### src/rtl/dcache_ctrl_if.sv
// Purpose : bundles the pipeline request/response and memory burst signals of dcache_ctrl.
// Latency : none, wires only.
// Backpres: hit stalls the pipeline; memReady paces the memory side.
// Ports   : pipeline side address/writeData/memRead/memWrite -> readData/hit;
//           memory side memReq/memWe/memAddr/memWriteData -> memReady/memReadData.
// Modports: master = the cache controller (it masters the memory bus and
//           answers the pipeline); slave = the pipeline stage plus main memory.
interface dcache_ctrl_if;
  // pipeline (EX/MEM -> cache -> MEM/WB)
  logic [31:0] address;
  logic [31:0] writeData;
  logic        memRead;
  logic        memWrite;
  logic [31:0] readData;
  logic        hit;
  // main memory
  logic        memReq;
  logic        memWe;
  logic [31:0] memAddr;
  logic [31:0] memWriteData;
  logic        memReady;
  logic [31:0] memReadData;

  modport master (
    input  address, writeData, memRead, memWrite, memReady, memReadData,
    output readData, hit, memReq, memWe, memAddr, memWriteData
  );

  modport slave (
    output address, writeData, memRead, memWrite, memReady, memReadData,
    input  readData, hit, memReq, memWe, memAddr, memWriteData
  );
endinterface

### src/rtl/dcache_ctrl.sv
// Purpose : direct-mapped, write-through, no-write-allocate data cache for the MEM stage.
// Latency : hit 0 cycles; read miss 4 memReady beats + 1; store 1 memReady beat + 1 (WDONE).
// Backpres: hit=0 stalls the pipeline; every memory beat waits for memReady, no timeout.
// Ports   : clk, rst (async, active-high); bus = dcache_ctrl_if.master carrying the
//           pipeline request (address, writeData, memRead, memWrite), the response
//           (readData, hit) and the registered memory burst port.
module dcache_ctrl #(
  parameter int INDEX_BITS = 4
) (
  input  logic          clk,
  input  logic          rst,
  dcache_ctrl_if.master bus
);

  localparam int LINE_WORDS = 4;
  localparam int LINES      = 1 << INDEX_BITS;
  localparam int TAG_W      = 28 - INDEX_BITS;

  typedef enum logic [1:0] {
    COMPARE,
    REFILL,
    WRITE,
    WDONE
  } state_t;

  state_t state, state_nxt;

  // storage; only the valid bits are reset
  logic [LINES-1:0] valid;
  logic [TAG_W-1:0] tag_arr  [LINES];
  logic [31:0]      data_arr [LINES][LINE_WORDS];

  // refill beat counter, also the word slot being filled
  logic [1:0] cnt;

  // registered memory port
  logic        mem_req;
  logic        mem_we;
  logic [31:0] mem_addr;
  logic [31:0] mem_wdata;

  // combinational pipeline response
  logic        hit;
  logic [31:0] read_data;

  // address decode; byte offset is irrelevant to a word cache
  logic [1:0]            word;
  logic [INDEX_BITS-1:0] index;
  logic [TAG_W-1:0]      tag;
  logic                  line_hit;
  logic                  last_beat;
  logic                  unused_byte_offset;

  assign word               = bus.address[3:2];
  assign index              = bus.address[3+INDEX_BITS:4];
  assign tag                = bus.address[31:4+INDEX_BITS];
  assign unused_byte_offset = ^bus.address[1:0];
  assign line_hit           = valid[index] && (tag_arr[index] == tag);
  assign last_beat          = (cnt == 2'd3);

  // state register
  always_ff @(posedge clk or posedge rst) begin
    if (rst) begin
      state <= COMPARE;
    end else begin
      state <= state_nxt;
    end
  end

  // next state and pipeline response
  always_comb begin
    state_nxt = state;
    hit       = 1'b0;
    read_data = '0;
    case (state)
      COMPARE: begin
        read_data = data_arr[index][word];
        if (bus.memWrite) begin
          // stores always go to memory; they win over a simultaneous load
          state_nxt = WRITE;
        end else if (bus.memRead) begin
          if (line_hit) begin
            hit = 1'b1;
          end else begin
            state_nxt = REFILL;
          end
        end else begin
          // no request: let the pipeline advance
          hit = 1'b1;
        end
      end
      REFILL: begin
        if (bus.memReady && last_beat) begin
          state_nxt = COMPARE;
        end
      end
      WRITE: begin
        if (bus.memReady) begin
          state_nxt = WDONE;
        end
      end
      WDONE: begin
        // single completion pulse for the store; the next request is
        // judged in COMPARE so the store is never reissued
        hit       = 1'b1;
        state_nxt = COMPARE;
      end
      default: state_nxt = COMPARE;
    endcase
  end

  // memory port, valid bits and refill counter
  always_ff @(posedge clk or posedge rst) begin
    if (rst) begin
      valid     <= '0;
      cnt       <= 2'd0;
      mem_req   <= 1'b0;
      mem_we    <= 1'b0;
      mem_addr  <= '0;
      mem_wdata <= '0;
    end else begin
      case (state)
        COMPARE: begin
          if (bus.memWrite) begin
            mem_req   <= 1'b1;
            mem_we    <= 1'b1;
            mem_addr  <= {bus.address[31:2], 2'b00};
            mem_wdata <= bus.writeData;
          end else if (bus.memRead && !line_hit) begin
            cnt      <= 2'd0;
            mem_req  <= 1'b1;
            mem_we   <= 1'b0;
            mem_addr <= {tag, index, 4'b0000};
          end
        end
        REFILL: begin
          if (bus.memReady) begin
            cnt <= cnt + 2'd1;
            if (last_beat) begin
              // line becomes visible only once complete, so an aborted
              // burst can never leave a half-filled valid line
              valid[index] <= 1'b1;
              mem_req      <= 1'b0;
            end else begin
              mem_addr <= mem_addr + 32'd4;
            end
          end
        end
        WRITE: begin
          if (bus.memReady) begin
            mem_req <= 1'b0;
            mem_we  <= 1'b0;
          end
        end
        default: begin
        end
      endcase
    end
  end

  // tag and data arrays: no reset, written only from REFILL/WRITE, which
  // reset leaves immediately
  always_ff @(posedge clk) begin
    if (state == REFILL && bus.memReady) begin
      data_arr[index][cnt] <= bus.memReadData;
      if (last_beat) begin
        tag_arr[index] <= tag;
      end
    end
    // write-through: update only a resident line, never allocate
    if (state == WRITE && bus.memReady && line_hit) begin
      data_arr[index][word] <= bus.writeData;
    end
  end

  assign bus.hit          = hit;
  assign bus.readData     = read_data;
  assign bus.memReq       = mem_req;
  assign bus.memWe        = mem_we;
  assign bus.memAddr      = mem_addr;
  assign bus.memWriteData = mem_wdata;

endmodule

### src/flat_wrapper.sv
// flat-port wrapper written by rule: the top's interface ports become plain ports
module dcache_ctrl_flat 
#(
  parameter int INDEX_BITS = 4
)
  (clk, rst, bus_address, bus_writeData, bus_memRead, bus_memWrite, bus_memReady, bus_memReadData, bus_readData, bus_hit, bus_memReq, bus_memWe, bus_memAddr, bus_memWriteData);
  dcache_ctrl_if bus_i ();
  input  logic clk;
  input  logic rst;
  input wire logic [$bits(bus_i.address)-1:0] bus_address;
  input wire logic [$bits(bus_i.writeData)-1:0] bus_writeData;
  input wire logic [$bits(bus_i.memRead)-1:0] bus_memRead;
  input wire logic [$bits(bus_i.memWrite)-1:0] bus_memWrite;
  input wire logic [$bits(bus_i.memReady)-1:0] bus_memReady;
  input wire logic [$bits(bus_i.memReadData)-1:0] bus_memReadData;
  output wire logic [$bits(bus_i.readData)-1:0] bus_readData;
  output wire logic [$bits(bus_i.hit)-1:0] bus_hit;
  output wire logic [$bits(bus_i.memReq)-1:0] bus_memReq;
  output wire logic [$bits(bus_i.memWe)-1:0] bus_memWe;
  output wire logic [$bits(bus_i.memAddr)-1:0] bus_memAddr;
  output wire logic [$bits(bus_i.memWriteData)-1:0] bus_memWriteData;
  assign bus_i.address = bus_address;
  assign bus_i.writeData = bus_writeData;
  assign bus_i.memRead = bus_memRead;
  assign bus_i.memWrite = bus_memWrite;
  assign bus_i.memReady = bus_memReady;
  assign bus_i.memReadData = bus_memReadData;
  assign bus_readData = bus_i.readData;
  assign bus_hit = bus_i.hit;
  assign bus_memReq = bus_i.memReq;
  assign bus_memWe = bus_i.memWe;
  assign bus_memAddr = bus_i.memAddr;
  assign bus_memWriteData = bus_i.memWriteData;
  dcache_ctrl #(.INDEX_BITS(INDEX_BITS)) u_core (.clk(clk), .rst(rst), .bus(bus_i));
endmodule
### config.mk
export PLATFORM = sky130hd
export DESIGN_NAME = dcache_ctrl_flat
export DESIGN_NICKNAME = d
export VERILOG_FILES = /design/src/rtl/dcache_ctrl_if.sv /design/src/rtl/dcache_ctrl.sv /design/src/flat_wrapper.sv
export SDC_FILE = /design/constraint.sdc
export NUM_CORES = 2
export LEC_CHECK = 0
export CELL_PAD_IN_SITES_DETAIL_PLACEMENT = 1
export CELL_PAD_IN_SITES_GLOBAL_PLACEMENT = 1
export CORE_MARGIN = 5
export CORE_UTILIZATION = 45
export DETAILED_ROUTE_END_ITERATION = 16
export MAX_ROUTING_LAYER = met4
export PLACE_DENSITY = 0.8
export SLEW_MARGIN = 20
export SYNTH_ARGS = -nofsm -noshare
export SYNTH_HDL_FRONTEND = slang
export SYNTH_SLANG_ARGS = --single-unit
### constraint.sdc
create_clock -name clk -period 4.5 [get_ports clk]
set_input_delay 0.45 -clock clk [delete_from_list [all_inputs] [get_ports clk]]
set_output_delay 0.45 -clock clk [all_outputs]
set_load 0.05 [all_outputs]
==> results by group <==
Outcome
  – Status: finished with violations
  – Violated checks: setup timing

Logic synthesis
  – Post-synthesis sequential area ratio: 75.85%
  – Yosys warning count: 0
  – Most common cell in the netlist: edfxtp_1
  – Synthesized area: around 99000 µm²
  – Ranking of synthesized cells by area: edfxtp_1 74%, mux4_2 17%, dfrtp_1 2.1%
  – Synth Instances: 4336
  – Syn_area_per_cell: 22.84 µm²
  – Synth top cells by count: 2432 x edfxtp_1, 738 x mux4_2, 175 x mux2_2
  – Synth unique cells: 69
  – Ys async rst share: under 10%
  – Synth top area share: 73.73%
  – Largest area contributor in the netlist: edfxtp_1
  – Post-synth EDFFs: 2432
  – FF+latch count, synth: 2516
  – Ys flop type: edfxtp_1

Worst setup path
  – Max Fanout on Critical Path: 2
  – Critical Path Source: u_core.tag_arr[13][0]$_DFFE_PP_
  – Crit-path cells: mux4_2 > a2111oi_1 > buf_4 > nand4_1 > a21oi_1 > buf_4 > o211ai_1 > nor4_4 > buf_6 > nor3_2 > nor2_1 > buf_4 > buf_12
  – Worst EP required: 4.05 ns
  – CP Data Arrival Time: ~4.2 ns
  – Slowest CP cell: a2111oi_1
  – Setup crit start kind: flip-flop
  – CP peak stage delay: about 0.60 ns
  – FF-to-FF Start: u_core.tag_arr[3][6]$_DFFE_PP_
  – Endpoint type of the worst setup path: output port
  – Most numerous cell on the critical path: buf_4
  – Class of the most critical setup path: flip-flop to output port

Timing
  – Worst slew margin: between 10% and 20%
  – Layout Skew: 0.1102 ns
  – Fin crit share: 102.5%
  – Unrepaired setup endpoints after global routing: true
  – Fmax achieved: 216.7 MHz
  – Setup ws final: -0.1142 ns
  – Final hold violations: 0
  – Tmin final: 4.614 ns
  – Endpoints failing setup: 2
  – Final Max Tran Viols: 0
  – Worst slew pin tran: 1.220 ns

Min path
  – Hold Crit Class: input port to asynchronous set/reset pin

Floorplan
  – Row cnt: 172
  – Core area: 219300 µm²
  – Initial Util: 45.17%
  – Die Footprint: 229600 µm²
  – I/O pin cnt: 200
  – Die W: 479.2 µm
  – Die Y: 479.2 µm

Pwr
  – PD cells: 465.6 nW/µm²
  – Design Power: 54.50 mW
  – Lkg Pwr: ~37 nW
  – Peak supply drop: 0.0005419 V

Placement
  – Routability-driven placement congestion ratio: ~0.86
  – Detail Placement HPWL: 186.2 mm
  – Post-DP Area: 108600 µm²
  – Port bufs: a little under 200
  – Cells after DPL: ~7500

Global routing
  – Largest net degree at the start of global routing: 143
  – Grt ovf: 0
  – Antenna violations before repair: 50
  – First-pass GRT wire length: 446.9 mm
  – Total GRT Usage: approximately 29%
  – Vias in the first global route: between 50000 and 60000

Clock network
  – Deepest clock path buffer count: 3
  – Clock root cell: clkbuf_16
  – Clock Sinks: 2516
  – Clock buffer count from CTS: 240
  – TritonCTS clock tree: yes
  – H-tree Lvls: 4
  – Clk Latency, worst-skew pair: a little over 0.9 ns
  – Clk slew on worst S/H paths: 0.07 ns

Drt
  – Drt total wl: 332.5 mm
  – Mean number of vias per cell: 6.734
  – Final ANT Viol Nets: 0
  – Initial DRC Count: 9236
  – First-pass iteration count of the detailed router: 6
  – Number of remaining DRC errors: 0
  – WL/cell: 41.13 µm
  – DR vias: 54430

Final layout
  – Final core occ: 53.38%
  – Nets@finish: between 5000 and 6000
  – Share of layout cells above drive strength 1: 34.95%
  – P&R area growth vs syn: 18.18%
  – Final Instance Area: 117100 µm²
  – Layout Cells excl Fill: 8083

Flow run
  – Max Cap Viol: 0
## cell type report
| type | count | area, µm² |
|---|---|---|
| antenna | 102 | 255.2 |
| inverter | 27 | 111.4 |
| multi-input combinational | 1558 | 23480 |
| timing repair buffer | 553 | 6574 |
| tap | 2871 | 3592 |
| clock inverter | 163 | 1577 |
| clock buffer | 293 | 6340 |
| sequential | 2516 | 75130 |
| fill | 18750 | 102200 |
## metrics by stage
stage / hold slack, ns / setup slack (ns) / TNS (ns)
4_1_cts: 0.09703 / -0.1601 / -0.1601
2_1_floorplan: 0.4308 / -0.4366 / -550.36
6_report: 0.07285 / -0.1142 / -0.1415
5_1_grt: 0.1261 / -0.2353 / -0.3067
3_5_place_dp: 0.4666 / -0.8083 / -1181.56
3_3_place_gp: 0.4438 / -0.7466 / -874.82
## worst max-delay path: cells and delay by family, from the launching register on
family          cells  cell delay, ns
simple gates        4            0.45
mux                 1            0.53
flops               1            0.40
compound gates      3            1.04
buf+inv             5            0.81
## layout by cell type, fill, tap and decap left out, types with 13 or more instances in the layout
cell type	synthesis	final
buf_4	10	233
a21oi_1	22	22
a2bb2oi_1	28	28
nand3_1	26	25
nand2_1	47	46
or2_2	20	20
edfxtp_1	2432	2432
bufinv_16	0	20
clkinv_1	2	58
a31oi_1	13	13
nor2_1	114	34
clkinv_2	0	49
mux4_2	738	738
o21ai_0	22	21
clkbuf_16	0	248
o22ai_1	25	25
mux2i_1	79	79
diode_2	0	102
a22oi_1	26	26
inv_1	25	23
nor3_1	34	33
buf_12	0	146
clkbuf_1	134	44
clkinvlp_4	0	16
nand4_1	15	15
mux2_2	175	175
and2_1	37	37
nor2_4	0	80
clkdlybuf4s50_1	0	157
dfrtp_1	84	84
## logic make-up (layout without fill, tap and decap cells)
kind of cell             count (synthesis)  count (layout)  synth area share (%)
multiplexers                           994             994                 19.59
AO/OA/AOI/OAI                          192             192                 1.386
other                                    1             104              0.003786
adder cells (fa/ha/maj)                  9               9                0.1137
AND/OR/NAND/NOR                        343             343                 1.729
buffers and inverters                  263            1036                 1.162
flip-flops                            2516            2516                 75.85
XOR/XNOR                                18              18                0.1592
## per-layer routing
metal	track usage, %	wire length (µm)	part of all wire (%)
met3	7.815	42130	13
met5	-	0	0
met1	34.47	108900	33
met4	16.33	23120	7.0
met2	43.93	158300	48
## what timing repair did
item                                     CTS  global route
pin swaps                                  5             2
endpoints found under the setup margin  1036          1028
hold endpoints to repair                   1             0
gates resized for setup                   12             7
gates cloned                               0             4
hold buffers                               1             0
buffers inserted                           3             0
## report_power, final
part | internal (mW) | switching (mW) | leakage, nW
clock network | 11.2 | 9.39 | 3.83
logic | 2.53 | 4.74 | 10.4
registers | 26.2 | 0.441 | 22.9
## final timing paths
kind                       slack (ns)  depth (start not counted)                                 endpoint
min                              0.07                          2  u_core.bus.memWriteData[24]$_DFFE_PP0P_
min reg2reg                      0.48                          1             u_core.valid[13]$_DFFE_PP0P_
max reg2reg                      0.02                         13         u_core.data_arr[3][25]$_DFFE_PP_
min in group clk                 0.22                          4        u_core.bus.memAddr[7]$_DFFE_PP0P_
max                             -0.11                         13                                  bus_hit
max in group asynchronous        3.32                          3   u_core.bus.memWriteData[3]$_DFFE_PP0P_
## registers in the layout, summed over array words and instances (netlist names)
signal,cells
u_core.state,2
u_core.bus.memAddr,30
u_core.bus.memReq,1
u_core.cnt,2
u_core.data_arr,2048
u_core.valid,16
u_core.bus.memWriteData,32
u_core.tag_arr,384
u_core.bus.memWe,1
(Power assumes the default switching activity.)
